===== config.mk =====
export PLATFORM = sky130hd
export DESIGN_NAME = uart_count_reporter
export DESIGN_NICKNAME = d
export VERILOG_FILES = /design/src/rtl/uart_count_reporter.sv
export SDC_FILE = /design/constraint.sdc
export NUM_CORES = 1
export LEC_CHECK = 0
export ABC_AREA = 1
export BUFFER_PORTS_ARGS = -buffer_cell sky130_fd_sc_hd__buf_4
export CAP_MARGIN = 20
export CORE_MARGIN = 1
export CORE_UTILIZATION = 50
export DETAILED_ROUTE_END_ITERATION = 12
export HOLD_SLACK_MARGIN = 0.12
export PLACE_DENSITY_LB_ADDON = 0.08
export SLEW_MARGIN = 20
export SYNTH_ARGS = -nofsm -noshare
export SYNTH_HDL_FRONTEND = slang
export SYNTH_SLANG_ARGS = --single-unit

===== constraint.sdc =====
create_clock -name clk -period 1.72 [get_ports clk]
set_clock_uncertainty 0.15 [all_clocks]
set_input_delay 0.172 -clock clk [delete_from_list [all_inputs] [get_ports clk]]
set_output_delay 0.172 -clock clk [all_outputs]
set_load 0.02 [all_outputs]

===== src/rtl/uart_count_reporter.sv =====
// Formats a 14-bit count as four ASCII decimal digits plus CR LF and streams the
// bytes through a start/done UART TX handshake, on request or on a periodic tick.
module uart_count_reporter #(
  parameter bit AUTO_EN    = 1'b0,
  parameter int PERIOD_CYC = 100_000_000
) (
  input  logic        clk,
  input  logic        reset,
  input  logic [13:0] i_digit,
  input  logic        i_send,
  input  logic        i_tx_done,
  output logic        o_tx_start,
  output logic [7:0]  o_tx_data,
  output logic        o_busy
);

  localparam int CW = $clog2(PERIOD_CYC);

  typedef enum logic [2:0] {IDLE, CONV, LOAD, START, WAIT} state_t;

  state_t        state, state_nx;
  logic [CW-1:0] period_cnt;
  logic          auto_tick;
  logic          trigger;
  logic [13:0]   bin;
  logic [15:0]   bcd;
  logic [15:0]   bcd_adj;
  logic [3:0]    step;
  logic [2:0]    idx;
  logic [7:0]    byte_sel;
  logic [7:0]    tx_data;
  logic          busy;

  assign auto_tick = AUTO_EN && (period_cnt == CW'(PERIOD_CYC - 1));
  assign trigger   = i_send | auto_tick;

  // Free-running interval counter; keeps counting while a message is in flight.
  always_ff @(posedge clk) begin
    if (reset || !AUTO_EN) begin
      period_cnt <= '0;
    end else if (period_cnt == CW'(PERIOD_CYC - 1)) begin
      period_cnt <= '0;
    end else begin
      period_cnt <= period_cnt + 1'b1;
    end
  end

  // Double-dabble add-3 correction applied before each shift.
  always_comb begin
    bcd_adj = bcd;
    for (int i = 0; i < 4; i++) begin
      if (bcd[4*i +: 4] >= 4'd5) begin
        bcd_adj[4*i +: 4] = bcd[4*i +: 4] + 4'd3;
      end
    end
  end

  always_comb begin
    byte_sel = 8'h0A;
    case (idx)
      3'd0:    byte_sel = 8'h30 + {4'h0, bcd[15:12]};
      3'd1:    byte_sel = 8'h30 + {4'h0, bcd[11:8]};
      3'd2:    byte_sel = 8'h30 + {4'h0, bcd[7:4]};
      3'd3:    byte_sel = 8'h30 + {4'h0, bcd[3:0]};
      3'd4:    byte_sel = 8'h0D;
      default: byte_sel = 8'h0A;
    endcase
  end

  always_comb begin
    state_nx   = state;
    o_tx_start = 1'b0;
    case (state)
      IDLE:  if (trigger) state_nx = CONV;
      CONV:  if (step == 4'd13) state_nx = LOAD;
      LOAD:  state_nx = START;
      START: begin
        o_tx_start = 1'b1;
        state_nx   = WAIT;
      end
      WAIT:  if (i_tx_done) state_nx = (idx == 3'd5) ? IDLE : LOAD;
      default: state_nx = IDLE;
    endcase
  end

  always_ff @(posedge clk) begin
    if (reset) begin
      state   <= IDLE;
      bin     <= '0;
      bcd     <= '0;
      step    <= '0;
      idx     <= '0;
      tx_data <= 8'h00;
      busy    <= 1'b0;
    end else begin
      state <= state_nx;
      case (state)
        IDLE: if (trigger) begin
          bin  <= (i_digit > 14'd9999) ? 14'd9999 : i_digit;
          bcd  <= '0;
          step <= '0;
          idx  <= '0;
          busy <= 1'b1;
        end
        CONV: begin
          {bcd, bin} <= {bcd_adj[14:0], bin, 1'b0};
          step       <= step + 4'd1;
        end
        LOAD: tx_data <= byte_sel;
        WAIT: if (i_tx_done) begin
          if (idx == 3'd5) begin
            idx  <= '0;
            busy <= 1'b0;
          end else begin
            idx <= idx + 3'd1;
          end
        end
        default: ;
      endcase
    end
  end

  assign o_tx_data = tx_data;
  assign o_busy    = busy;

endmodule

**Yosys cells after proc, flatten, opt, wreduce, memory -nomap -nowiden**

Cells that the tools add are included.
Widths: inputs -> output; s select.

- $add $sub $neg: 10
- Order comparisons: 5
- Equal/unequal tests: 14
- Muxes and demuxes: 26
- Reductions and logical operators: 8

Operators with widths:

| operator | number |
|---|---|
| $pmux 7 s5 | 1 |
| $pmux 16 s2 | 1 |
| $add 6x4->7 const A | 4 |
| $mux 14 | 2 |
| $pmux 14 s2 | 1 |
| $mux 3 | 7 |
| $ge 4x3->1 const B | 4 |
| $mux 16 | 1 |
| $mux 4 | 4 |
| $pmux 3 s5 | 1 |
| $gt 14x14->1 const B | 1 |
| $add 4x2->4 const B | 3 |
| $eq 3x2->1 const B | 4 |
| $eq 3x3->1 const B | 3 |
| $ne 2x2->1 const B | 4 |
| $pmux 4 s2 | 1 |
| $eq 3x1->1 const B | 2 |
| $logic_not 3->1 | 2 |
| $pmux 3 s2 | 1 |
| $reduce_and 3->1 | 2 |
| $add 4x1->4 const B | 1 |
| $eq 4x4->1 const B | 1 |
| $mux 1 | 4 |
| $reduce_and 4->1 | 1 |
| other kinds (6) | 7 |

- Flip-flop bits (word level): 49
- Input port bits: 18
- Output and inout port bits: 10
- Word-level logic and storage cells: 70

**Logic depth before layout (Yosys ltp)**

Gate-level depths: netlist (run 1).

- Word-level depth: 4
- Depth in mapped cells: 9
- Depth with buffers taken out: 9

**Worst setup path before layout (run 1)**

Ideal clock, no wire load.

- Path kind: flip-flop to flip-flop
- From: register state[0]
- To: register state[2]
- Data arrival time: 1.208 ns
- Data required time: 1.499 ns
- Setup slack: 0.291 ns
- Cell stages (with the launch flop): 5
- Buffers on the path: 0
- Clock period less this slack: 1.429 ns
- Cells stage by stage: dfxtp_1 -> inv_1 -> nor3_1 -> inv_1 -> a21oi_1

- Cells in the longest elaborated chain, start to end: 3
- Elaborated cells on any way between the ends: 10
- Those cells by class: eq/ne (7); mux (1); reduce/logical (2)

RTL lines:

| item | line | RTL |
|---|---|---|
| start, declared | 21 | `state_t state, state_nx;` |
| start signal, assigned | 96 | `state <= state_nx;` |
| $eq 3x1->1, or another cell as far along | 73 | `case (state)` |
| $ne 2x2->1 (no source line) | n/a |  |
| $reduce_and 3->1 (no source line) | n/a |  |

Several ways; a longest one is shown, not always the timed one.
A chain may end at the register's enable or synchronous reset.

**Worst setup path after layout (run 1)**

- From: input port i_digit[7]
- To: register bin[1]

- Cells in the longest elaborated chain, start to end: 4

RTL lines:

| item | line | RTL |
|---|---|---|
| start, declared | 9 | `input logic [13:0] i_digit,` |
| $gt 14x14->1 | 99 | `bin <= (i_digit > 14'd9999) ? 14'd9999 : i_digit;` |
| $mux 14 | 99 |  |
| $mux 14 | 98 | `IDLE: if (trigger) begin` |
| $pmux 14 s2 | 97 | `case (state)` |
| end signal, assigned | 99 |  |
| end signal, assigned | 106 | `{bcd, bin} <= {bcd_adj[14:0], bin, 1'b0};` |
| end, declared | 25 | `logic [13:0] bin;` |

No other way between the ends. The select of a mux whose other input is x is not followed.

==> results of run 1 <==
[final cells by class]
type                       instances  area, sq um  share of cell area
sequential                        46          923               0.300
tap                               67         83.8              0.0272
inverter                          61          229              0.0743
timing repair buffer              46          398               0.129
clock buffer                       6         82.6              0.0268
clock inverter                     2         60.1              0.0195
multi-input combinational        254         1300               0.423
[worst max-delay path: stages]
cell,delay (ns)
dlygate4sd3_1,0.54
buf_4,0.14
nor2_1,0.12
nand2_1,0.06
nand2_1,0.07
nand2_1,0.05
nand2_1,0.18
nand2_2,0.13
o21ai_1,0.13
inv_1,0.04
[routing by layer]
metal / share of wire / vias up / GRT usage
met4: 0.0091 / 0 / 0.0610
met5: 0 / - / 0
met1: 0.49 / 1149 / 0.295
met3: 0.036 / 6 / 0.0414
li1: - / 1281 / -
met2: 0.47 / 49 / 0.404
[repair_timing]
action                                  CTS  global route
endpoints found under the setup margin    0             2
gates resized for setup                   0             2
hold endpoints to repair                 19             0
hold buffers                             16             0
[flip-flops by register name, summed over array words and instances, names as in the netlist]
| register | count |
|---|---|
| o_busy | 1 |
| o_tx_data | 5 |
| bin | 14 |
| bcd | 16 |
| step | 4 |
| state | 3 |
| idx | 3 |
[cell families (layout without fill, tap and decap cells)]
group / count (synthesis) / count (layout) / synth area share
AOI/OAI and AO/OA: 86 / 86 / 0.184
buffers and inverters: 74 / 115 / 0.125
xor gates and xnor gates: 5 / 5 / 0.0173
and+or+nand+nor: 150 / 150 / 0.255
other: 1 / 2 / 0.00148
adders and majority gates: 11 / 11 / 0.0542
DFF: 46 / 46 / 0.363
[per-stage QoR]
step	cell area, sq um	hold slack [ns]	utilization	instances
detailed placement	2780	0.228	0.576	458
global placement	2780	0.225	0.576	458
global route	3080	0.200	0.639	482
CTS	3080	0.187	0.639	482
finish	3080	0.193	0.639	482
floorplan	2540	0.101	-	374
[worst paths after layout]
| path | startpoint | end | slack, ns | cells past startpoint |
|---|---|---|---|---|
| worst max-delay path | i_digit[7] | bin[1] | 0.14 | 10 |
| worst min register to register | bcd[15] | bcd[15] | 0.32 | 2 |
| worst min-delay path | reset | state[0] | 0.19 | 4 |
| worst max register to register | bcd[0] | bcd[4] | 0.16 | 8 |
[cell usage in the layout (no fill, tap or decap)]
cell / synthesis / final
a31oi_1: 3 / 3
o21a_1: 3 / 3
inv_2: 3 / 3
o211a_1: 1 / 1
dlygate4sd3_1: 0 / 16
a22oi_1: 1 / 1
clkbuf_8: 0 / 6
nor2_2: 1 / 1
o22ai_1: 5 / 5
o21ai_0: 26 / 26
buf_4: 6 / 29
dfxtp_2: 0 / 2
nor3_2: 1 / 1
bufinv_16: 0 / 2
nand2_1: 82 / 82
inv_1: 58 / 58
a21oi_1: 36 / 36
buf_12: 0 / 1
o21ai_2: 1 / 1
nor3_1: 4 / 4
nand4_1: 6 / 6
nand3_1: 25 / 25
dfxtp_1: 46 / 44
xnor2_1: 1 / 1
nand2_2: 1 / 1
nor2_4: 2 / 2
ha_1: 11 / 11
xor2_1: 4 / 4
nand2_4: 1 / 1
o21ai_1: 7 / 7
conb_1: 1 / 2
nor2_1: 27 / 27
o211ai_1: 3 / 3
[power by group]
part / switching (W) / total [W] / internal, W
sequential: 0.0000465 / 0.00119 / 0.00114
combinational: 0.000337 / 0.000557 / 0.000219
clock: 0.000376 / 0.000996 / 0.000620
==> impl_metrics.csv, run 1 <==
group,metric,value,unit
status,outcome,"finished, final reports clean",
cts,clock-sinks,46,
critical_path,critPathRequiredTime,1.77,ns
finish,fin_nets,443,
critical_path,crit_path_start_kind,"input pin",
yosys,ys_warn_count,0,
floorplanning,die_h,73.2,um
yosys,avgSynthCellArea,6.80,sq um
yosys,synth_seq_cells,46,
cts,clockBufferDepth,2,
floorplanning,fp.dieW,73.2,um
cts,post_cts_buffers,0,
cts,clk_latency,0.30,ns
drt,wl_per_cell,11.6,um
floorplanning,fp-row-count,25,
timing,setup_viol,0,
timing,fin_ws,0.138,ns
finish,drive_gt1_frac,0.120,
finish,synthToLayoutAreaGrowth,21.4,%
timing,finalMaxSlewViolations,0,
drt,drtPass1Iterations,4,
floorplanning,die_area,0.00536,sq mm
yosys,synthesis.area,0.00254,sq mm
grt,antenna_found_initial,0,
critical_path,crit_fanout,6,
timing,rsz0062_at_grt,"no",
placed_design,portBuffers,25,
drt,drt-total-wl,5610,um
timing,finalHoldViolCount,0,
drt,viasPerCell,5.16,
placed_design,dp_slack,0.194,ns
critical_path,cp-end-kind,"flop",
floorplanning,io_pins,28,
drt,drt_iter0_markers,134,
cts,path_clk_slew,0.09,ns
critical_path,cp.arrival,1.63,ns
job,drv_cap,0,
grt,grt_max_degree,32,
cts,htreeDepth,2,
yosys,ys_seq_area_frac,0.363,
hold_path,hold_path_class,"in2reg",
yosys,synth_common_cells,"82 x nand2_1, 58 x inv_1, 46 x dfxtp_1",
drt,postRouteAntennaNets,0,
timing,max_clock_freq,632,MHz
cts,cts_tree,"built",
cts,root_buffer,"clkbuf_8",
finish,fill_cells,445,
critical_path,path_class,"in2reg",
yosys,yosys.cell_count.top_type,"nand2_1",
timing,fin_crit,1.58,ns
timing,fin_tns_setup,0,ns
yosys,synth_cells,373,
pwr,total_power,0.00274,W
grt,grt_use_total,0.232,
floorplanning,coreArea,0.00482,sq mm
pwr,ir_drop,0.000559,V
timing,finalCritPeriodShare,0.920,
placed_design,dp_hpwl,3720,um
pwr,p_leak,1.35,nW
placed_design,gp_congestion,0.856,
yosys,ys_types,31,
grt,first_global_vias,2241,
drt,num_vias,2485,
grt,overflow,0,
grt,grt_pass1_wl,9630,um
cts,numCtsBuffers,5,
drt,route.detailed.drc,0,
yosys,synth-edff-count,0,
yosys,yosysTopAreaCellShare,0.363,
pwr,power_density,890,mW/mm^2
yosys,async_flop_share,0,
finish,n_antenna_cell,0,
yosys,synth_largest_area_cell,"dfxtp_1",
floorplanning,start_util,0.527,
yosys,synth_ff_type,"dfxtp_1",
yosys,synthTopCellsByArea,"dfxtp_1 36%, nand2_1 12%, inv_1 8.6%",
(Power assumes the default switching activity.)
==> run 2, diff against run 1 <==
- BUFFER_PORTS_ARGS: -buffer_cell sky130_fd_sc_hd__buf_4 -> not set
- DONT_BUFFER_PORTS: not set -> 1
==> run 2 against run 1 <==
  * Largest cell class unchanged
  * Cell area fell by 7.3%
  * Non-clock buffer count shrank 23
  * Cell count fell by 4.8%
  * First-iteration DRC count down 18%
  * Highest routed layer unchanged
  * Critical path type is now reg2out
==> impl_metrics.csv, run 2 (synthesized netlist as in run 1, its figures left out) <==
group,metric,value,unit
floorplanning,die_area,0.00536,sq mm
placed_design,portBuffers,0,
cts,root_buffer,"clkbuf_8",
floorplanning,fp.dieW,73.2,um
grt,overflow,0,
drt,num_vias,2311,
finish,layout_common_cells,"82 x nand2_1, 58 x inv_1, 46 x dfxtp_1",
timing,max_clock_freq,638,MHz
critical_path,cp-end-kind,"output pin",
timing,rsz0062_at_grt,"no",
drt,route.detailed.drc,0,
drt,drt-total-wl,5520,um
drt,viasPerCell,5.03,
finish,drive_gt1_frac,0.0587,
cts,post_cts_buffers,0,
pwr,ir_drop,0.000416,V
pwr,p_leak,1.21,nW
cts,path_clk_slew,0.08,ns
cts,numCtsBuffers,5,
placed_design,gp_congestion,0.844,
finish,n_antenna_cell,0,
finish,largest_reg_flops,16,
finish,multi_input_area,0.00130,sq mm
floorplanning,die_h,73.2,um
cts,clock-sinks,46,
grt,grt_use_total,0.228,
finish,fill_cells,492,
cts,clk_latency,0.29,ns
timing,fin_tns_setup,0,ns
job,drv_cap,0,
drt,postRouteAntennaNets,0,
timing,fin_crit,1.57,ns
timing,finalCritPeriodShare,0.911,
timing,setup_viol,0,
finish,final_cells,459,
timing,finalHoldViolCount,0,
floorplanning,fp-row-count,25,
grt,antenna_found_initial,0,
grt,grt_max_degree,32,
finish,register_area,921,sq um
finish,synthToLayoutAreaGrowth,12.6,%
floorplanning,io_pins,28,
finish,final_util,0.593,
finish,mostFrequentLayoutCell,"nand2_1",
placed_design,dp_slack,0.195,ns
cts,ctsResizeCount,0,
floorplanning,start_util,0.527,
critical_path,critPathRequiredTime,1.40,ns
cts,cts_tree,"built",
critical_path,cp.arrival,1.25,ns
grt,grt_pass1_wl,9520,um
floorplanning,coreArea,0.00482,sq mm
finish,regMostFlops,"bcd",
timing,finalMaxSlewViolations,0,
cts,clockBufferDepth,2,
drt,drt_iter0_markers,110,
critical_path,path_class,"reg2out",
placed_design,placed_cells,433,
drt,drtPass1Iterations,4,
cts,htreeDepth,2,
critical_path,crit_path_start_kind,"flop",
finish,final_area,0.00286,sq mm
hold_path,hold_path_class,"in2reg",
timing,fin_ws,0.152,ns
status,outcome,"finished, final reports clean",
drt,wl_per_cell,12.0,um
critical_path,crit_fanout,3,
placed_design,postPlaceCellArea,0.00257,sq mm
finish,fin_nets,420,
grt,first_global_vias,2166,
pwr,power_density,831,mW/mm^2
placed_design,dp_hpwl,3910,um
run 2: cell count changes in the layout (fill, tap and decap cells not counted), sizes merged:
cell         previous run  this run
bufinv                  2         0
buf                    30         6
clkinv                  0         1
clkbuf                  6         7
dlygate4sd3            16        17
run 2: repair_timing:
action	in CTS	in global routing
endpoints found under the hold margin	42	0
endpoints found under the setup margin	0	0
hold buffers	18	0
run 2: worst max-delay path, stage by stage, from the launching register on:
cell     delay [ns]
dfxtp_1        0.39
inv_1          0.11
nor3_1         0.26
buf_4          0.19
run 2: worst paths after layout:
kind | slack (ns) | start | end | cells past startpoint
max | 0.15 | state[1] | o_tx_start | 3
min | 0.16 | i_digit[11] | bin[5] | 5
min reg2reg | 0.32 | bin[13] | bcd[0] | 2
max reg2reg | 0.16 | state[2] | bin[8] | 7
run 2: final cells by class:
cell class | instances | share of cell area
multi-input cells | 254 | 0.456
flip-flops and latches | 46 | 0.322
inverters | 61 | 0.0802
repair buffers | 23 | 0.0797
clock buffers | 7 | 0.0302
well taps | 67 | 0.0293
clock inverters | 1 | 0.00175
run 2: layer usage:
layer / part of all wire / vias to the layer above / track usage
li1: - / 1232 / -
met1: 0.51 / 1038 / 0.301
met2: 0.45 / 37 / 0.382
met3: 0.031 / 4 / 0.0428
met4: 0.0065 / 0 / 0.0610
met5: 0 / - / 0
run 2: where the power goes:
| group | switching [W] | internal, W | leakage [nW] |
|---|---|---|---|
| Clock | 0.000355 | 0.000325 | 0.0482 |
| Combinational | 0.000308 | 0.000175 | 0.786 |
| Sequential | 0.0000671 | 0.00114 | 0.375 |
| Total | 0.000730 | 0.00164 | 1.21 |
run 2: metrics by stage:
step	total power (W)	hold slack, ns
2_1_floorplan	0.00160	0.101
3_3_place_gp	0.00166	0.0969
3_5_place_dp	0.00167	0.0978
4_1_cts	0.00241	0.130
5_1_grt	0.00251	0.177
6_report	0.00237	0.156
==> run 3, diff against run 2 <==
- ABC_AREA: 1 -> not set
- CAP_MARGIN: 20 -> 0
==> run 3 against run 2 <==
  * The run now ends with design-rule violations, negative setup slack left
  * Register-to-register slack lost 0.15 ns
  * Critical path depth is 2 higher
  * Hold slack got worse by 0.015 ns
  * Synthesized area decreased by 5.3%
  * Core utilization rose by 7.8 points
  * Sequential share of layout area decreased by 1.0 points
  * Non-clock buffer count increased by 25
  * Critical endpoint is now idx[2]
  * Largest cell class unchanged
==> impl_metrics.csv, run 3 <==
group,metric,value,unit
status,outcome,"finished with violations",
status,violations,"design-rule violations, negative setup slack",
critical_path,crit_path_cell_trace,"dlygate4sd3_1, or4b_4, and2_1, a2bb2oi_1, a311oi_1",
critical_path,crit_family,"simple AND/OR/NAND/NOR gates",
yosys,ys_types,52,
finish,mostFrequentLayoutCell,"dfxtp_1",
floorplanning,io_pins,28,
timing,rsz0062_at_grt,"yes",
timing,finalHoldViolCount,0,
placed_design,gp_congestion,0.801,
floorplanning,die_area,0.00509,sq mm
cts,clock-sinks,46,
critical_path,cp-end-kind,"flop",
cts,clk_latency,0.30,ns
yosys,synth_largest_area_cell,"dfxtp_1",
yosys,avgSynthCellArea,8.61,sq um
finish,fin_nets,343,
critical_path,cp.arrival,1.75,ns
yosys,ys_warn_count,0,
hold_path,hold_path_class,"in2reg",
hold_path,min_to,"bin[0]",
drt,viasPerCell,5.91,
floorplanning,coreArea,0.00447,sq mm
grt,overflow,0,
cts,numCtsBuffers,5,
finish,n_antenna_cell,0,
yosys,synth_seq_cells,46,
timing,max_clock_freq,578,MHz
timing,hold_slack,0.141,ns
finish,drive_gt1_frac,0.197,
hold_path,worstHoldPathCells,4,
grt,antenna_found_initial,0,
floorplanning,start_util,0.537,
yosys,synth_ff_type,"dfxtp_1",
drt,route.detailed.drc,2,
critical_path,timing.rr.end,"idx[2]",
pwr,power_density,739,mW/mm^2
cts,clockBufferDepth,2,
yosys,synthesis.area,0.00240,sq mm
yosys,yosysTopAreaCellShare,0.383,
timing,maxSlewHeadroom,0.667,
yosys,synth-edff-count,0,
pwr,total_power,0.00222,W
timing,finalMaxSlewViolations,0,
critical_path,r2r_cells,4,
grt,grt_max_degree,51,
grt,grt_use_total,0.239,
floorplanning,fp.dieW,71.3,um
cts,root_buffer,"clkbuf_8",
cts,cts_tree,"built",
timing,fin_crit,1.73,ns
drt,drt-total-wl,5850,um
yosys,synth_common_cells,"46 x dfxtp_1, 27 x nor2_1, 18 x a21oi_1",
yosys,synth_cells,279,
finish,final_area,0.00300,sq mm
floorplanning,die_h,71.3,um
pwr,p_leak,1.11,nW
hold_path,hp-start,"i_digit[13]",
critical_path,crit_path_start_kind,"input pin",
grt,grt_pass1_wl,9630,um
placed_design,postPlaceCellArea,0.00257,sq mm
placed_design,dp_hpwl,3900,um
critical_path,critPathRequiredTime,1.74,ns
critical_path,path_class,"in2reg",
finish,layout_common_cells,"39 x dfxtp_1, 27 x nor2_1, 26 x buf_4",
job,drv_cap,0,
yosys,synthTopCellsByArea,"dfxtp_1 38%, ha_1 5.7%, nor2_1 4.2%",
yosys,ys_seq_area_frac,0.383,
critical_path,r2r-start,"state[2]",
timing,setup_viol,1,
cts,htreeDepth,2,
timing,fin_ws,-0.00977,ns
drt,num_vias,2168,
yosys,async_flop_share,0,
timing,finalCritPeriodShare,1.01,
timing,worst_slew_pin_slew,0.497,ns
finish,largest_reg_flops,16,
placed_design,portBuffers,0,
floorplanning,fp-row-count,24,
pwr,ir_drop,0.000571,V
grt,first_global_vias,2039,
critical_path,slowest_stage,"dlygate4sd3_1",
drt,drt_iter0_markers,101,
critical_path,crit_fanout,4,
critical_path,rrSetupSlack,0.01,ns
drt,postRouteAntennaNets,0,
yosys,yosys.cell_count.top_type,"dfxtp_1",
finish,regMostFlops,"bcd",
cts,path_clk_slew,0.08,ns
critical_path,cp_num_buf_inv,1,
finish,fill_cells,389,
drt,wl_per_cell,15.9,um
critical_path,critical-path-max-stage-delay,0.59,ns
finish,synthToLayoutAreaGrowth,25.1,%
drt,drtPass1Iterations,9,
[run 3: changes by cell type after synthesis, moves of 6 or more]
cell | before | now
inv_1 | 58 | 12
nand2b_1 | 0 | 9
nor3_1 | 4 | 16
o21ai_1 | 7 | 0
nand3_1 | 25 | 5
clkbuf_1 | 4 | 11
a22o_1 | 0 | 6
mux2i_1 | 0 | 6
nand2_1 | 82 | 12
a21oi_1 | 36 | 18
o22ai_1 | 5 | 13
o21ai_0 | 26 | 14
[run 3: layout make-up]
type / instances / area, sq um / area share
multi-input cells: 201 / 1410 / 0.470
flip-flops and latches: 46 / 937 / 0.312
repair buffers: 48 / 438 / 0.146
clock buffers: 7 / 76.3 / 0.0254
well taps: 52 / 65.1 / 0.0217
inverters: 12 / 45.0 / 0.0150
clock inverters: 1 / 30.0 / 0.0100
[run 3: worst max path at each step]
| stage | depth (start not counted) | to | start |
|---|---|---|---|
| 2_1_floorplan | 5 | bcd[5] | state[2] |
| 3_3_place_gp | 4 | o_tx_data[0] | state[1] |
| 3_5_place_dp | 5 | bin[3] | state[1] |
| 4_1_cts | 6 | bin[3] | i_send |
| 5_1_grt | 4 | idx[2] | state[2] |
| 6_report | 5 | idx[2] | i_send |
[run 3: cells by family (layout without fill, tap and decap cells)]
logic type               after synthesis  in the layout  share of synthesized area
adder cells (fa/ha/maj)               11             11                     0.0573
AO/OA/AOI/OAI                         81             81                      0.220
multiplexers                           7              7                     0.0297
buffers and inverters                 33             68                     0.0656
AND/OR/NAND/NOR                       94             94                      0.220
XOR/XNOR                               6              6                     0.0219
flip-flops                            46             46                      0.383
other                                  1              2                    0.00156
[run 3: metal layers]
layer	share of wire	wire length, um	up-vias	global-route usage
li1	-	-	1091	-
met2	0.47	2760	38	0.384
met4	0.0092	54	0	0.0622
met1	0.48	2790	1034	0.325
met5	0	0	-	0
met3	0.043	249	5	0.0563
[run 3: what timing repair did]
item,4_1_cts,5_1_grt
buffers inserted,0,2
endpoints found under the setup margin,22,30
hold endpoints to repair,46,0
pin swaps,1,4
hold buffers,19,0
resized for setup,5,27
[run 3: tightest hold or removal path, stage by stage]
cell	delay (ns)
nand4_1	0.06
o21ai_0	0.08
o21ai_0	0.16
a21oi_1	0.06
[run 3: power by group]
group | switching (W) | internal (W)
Combinational | 0.000159 | 0.000152
Clock | 0.000349 | 0.000435
Sequential | 0.0000268 | 0.00110
Total | 0.000535 | 0.00169
[run 3: per-stage QoR]
stage | TNS, ns | std cells | setup WS (ns) | utilization
2_1_floorplan | 0 | 280 | 0.00951 | -
3_3_place_gp | -0.0293 | 338 | -0.0110 | 0.576
3_5_place_dp | -0.357 | 338 | -0.0506 | 0.576
4_1_cts | 0 | 365 | 0.00166 | 0.648
5_1_grt | -0.0415 | 367 | -0.0373 | 0.671
6_report | -0.00977 | 367 | -0.00977 | 0.671
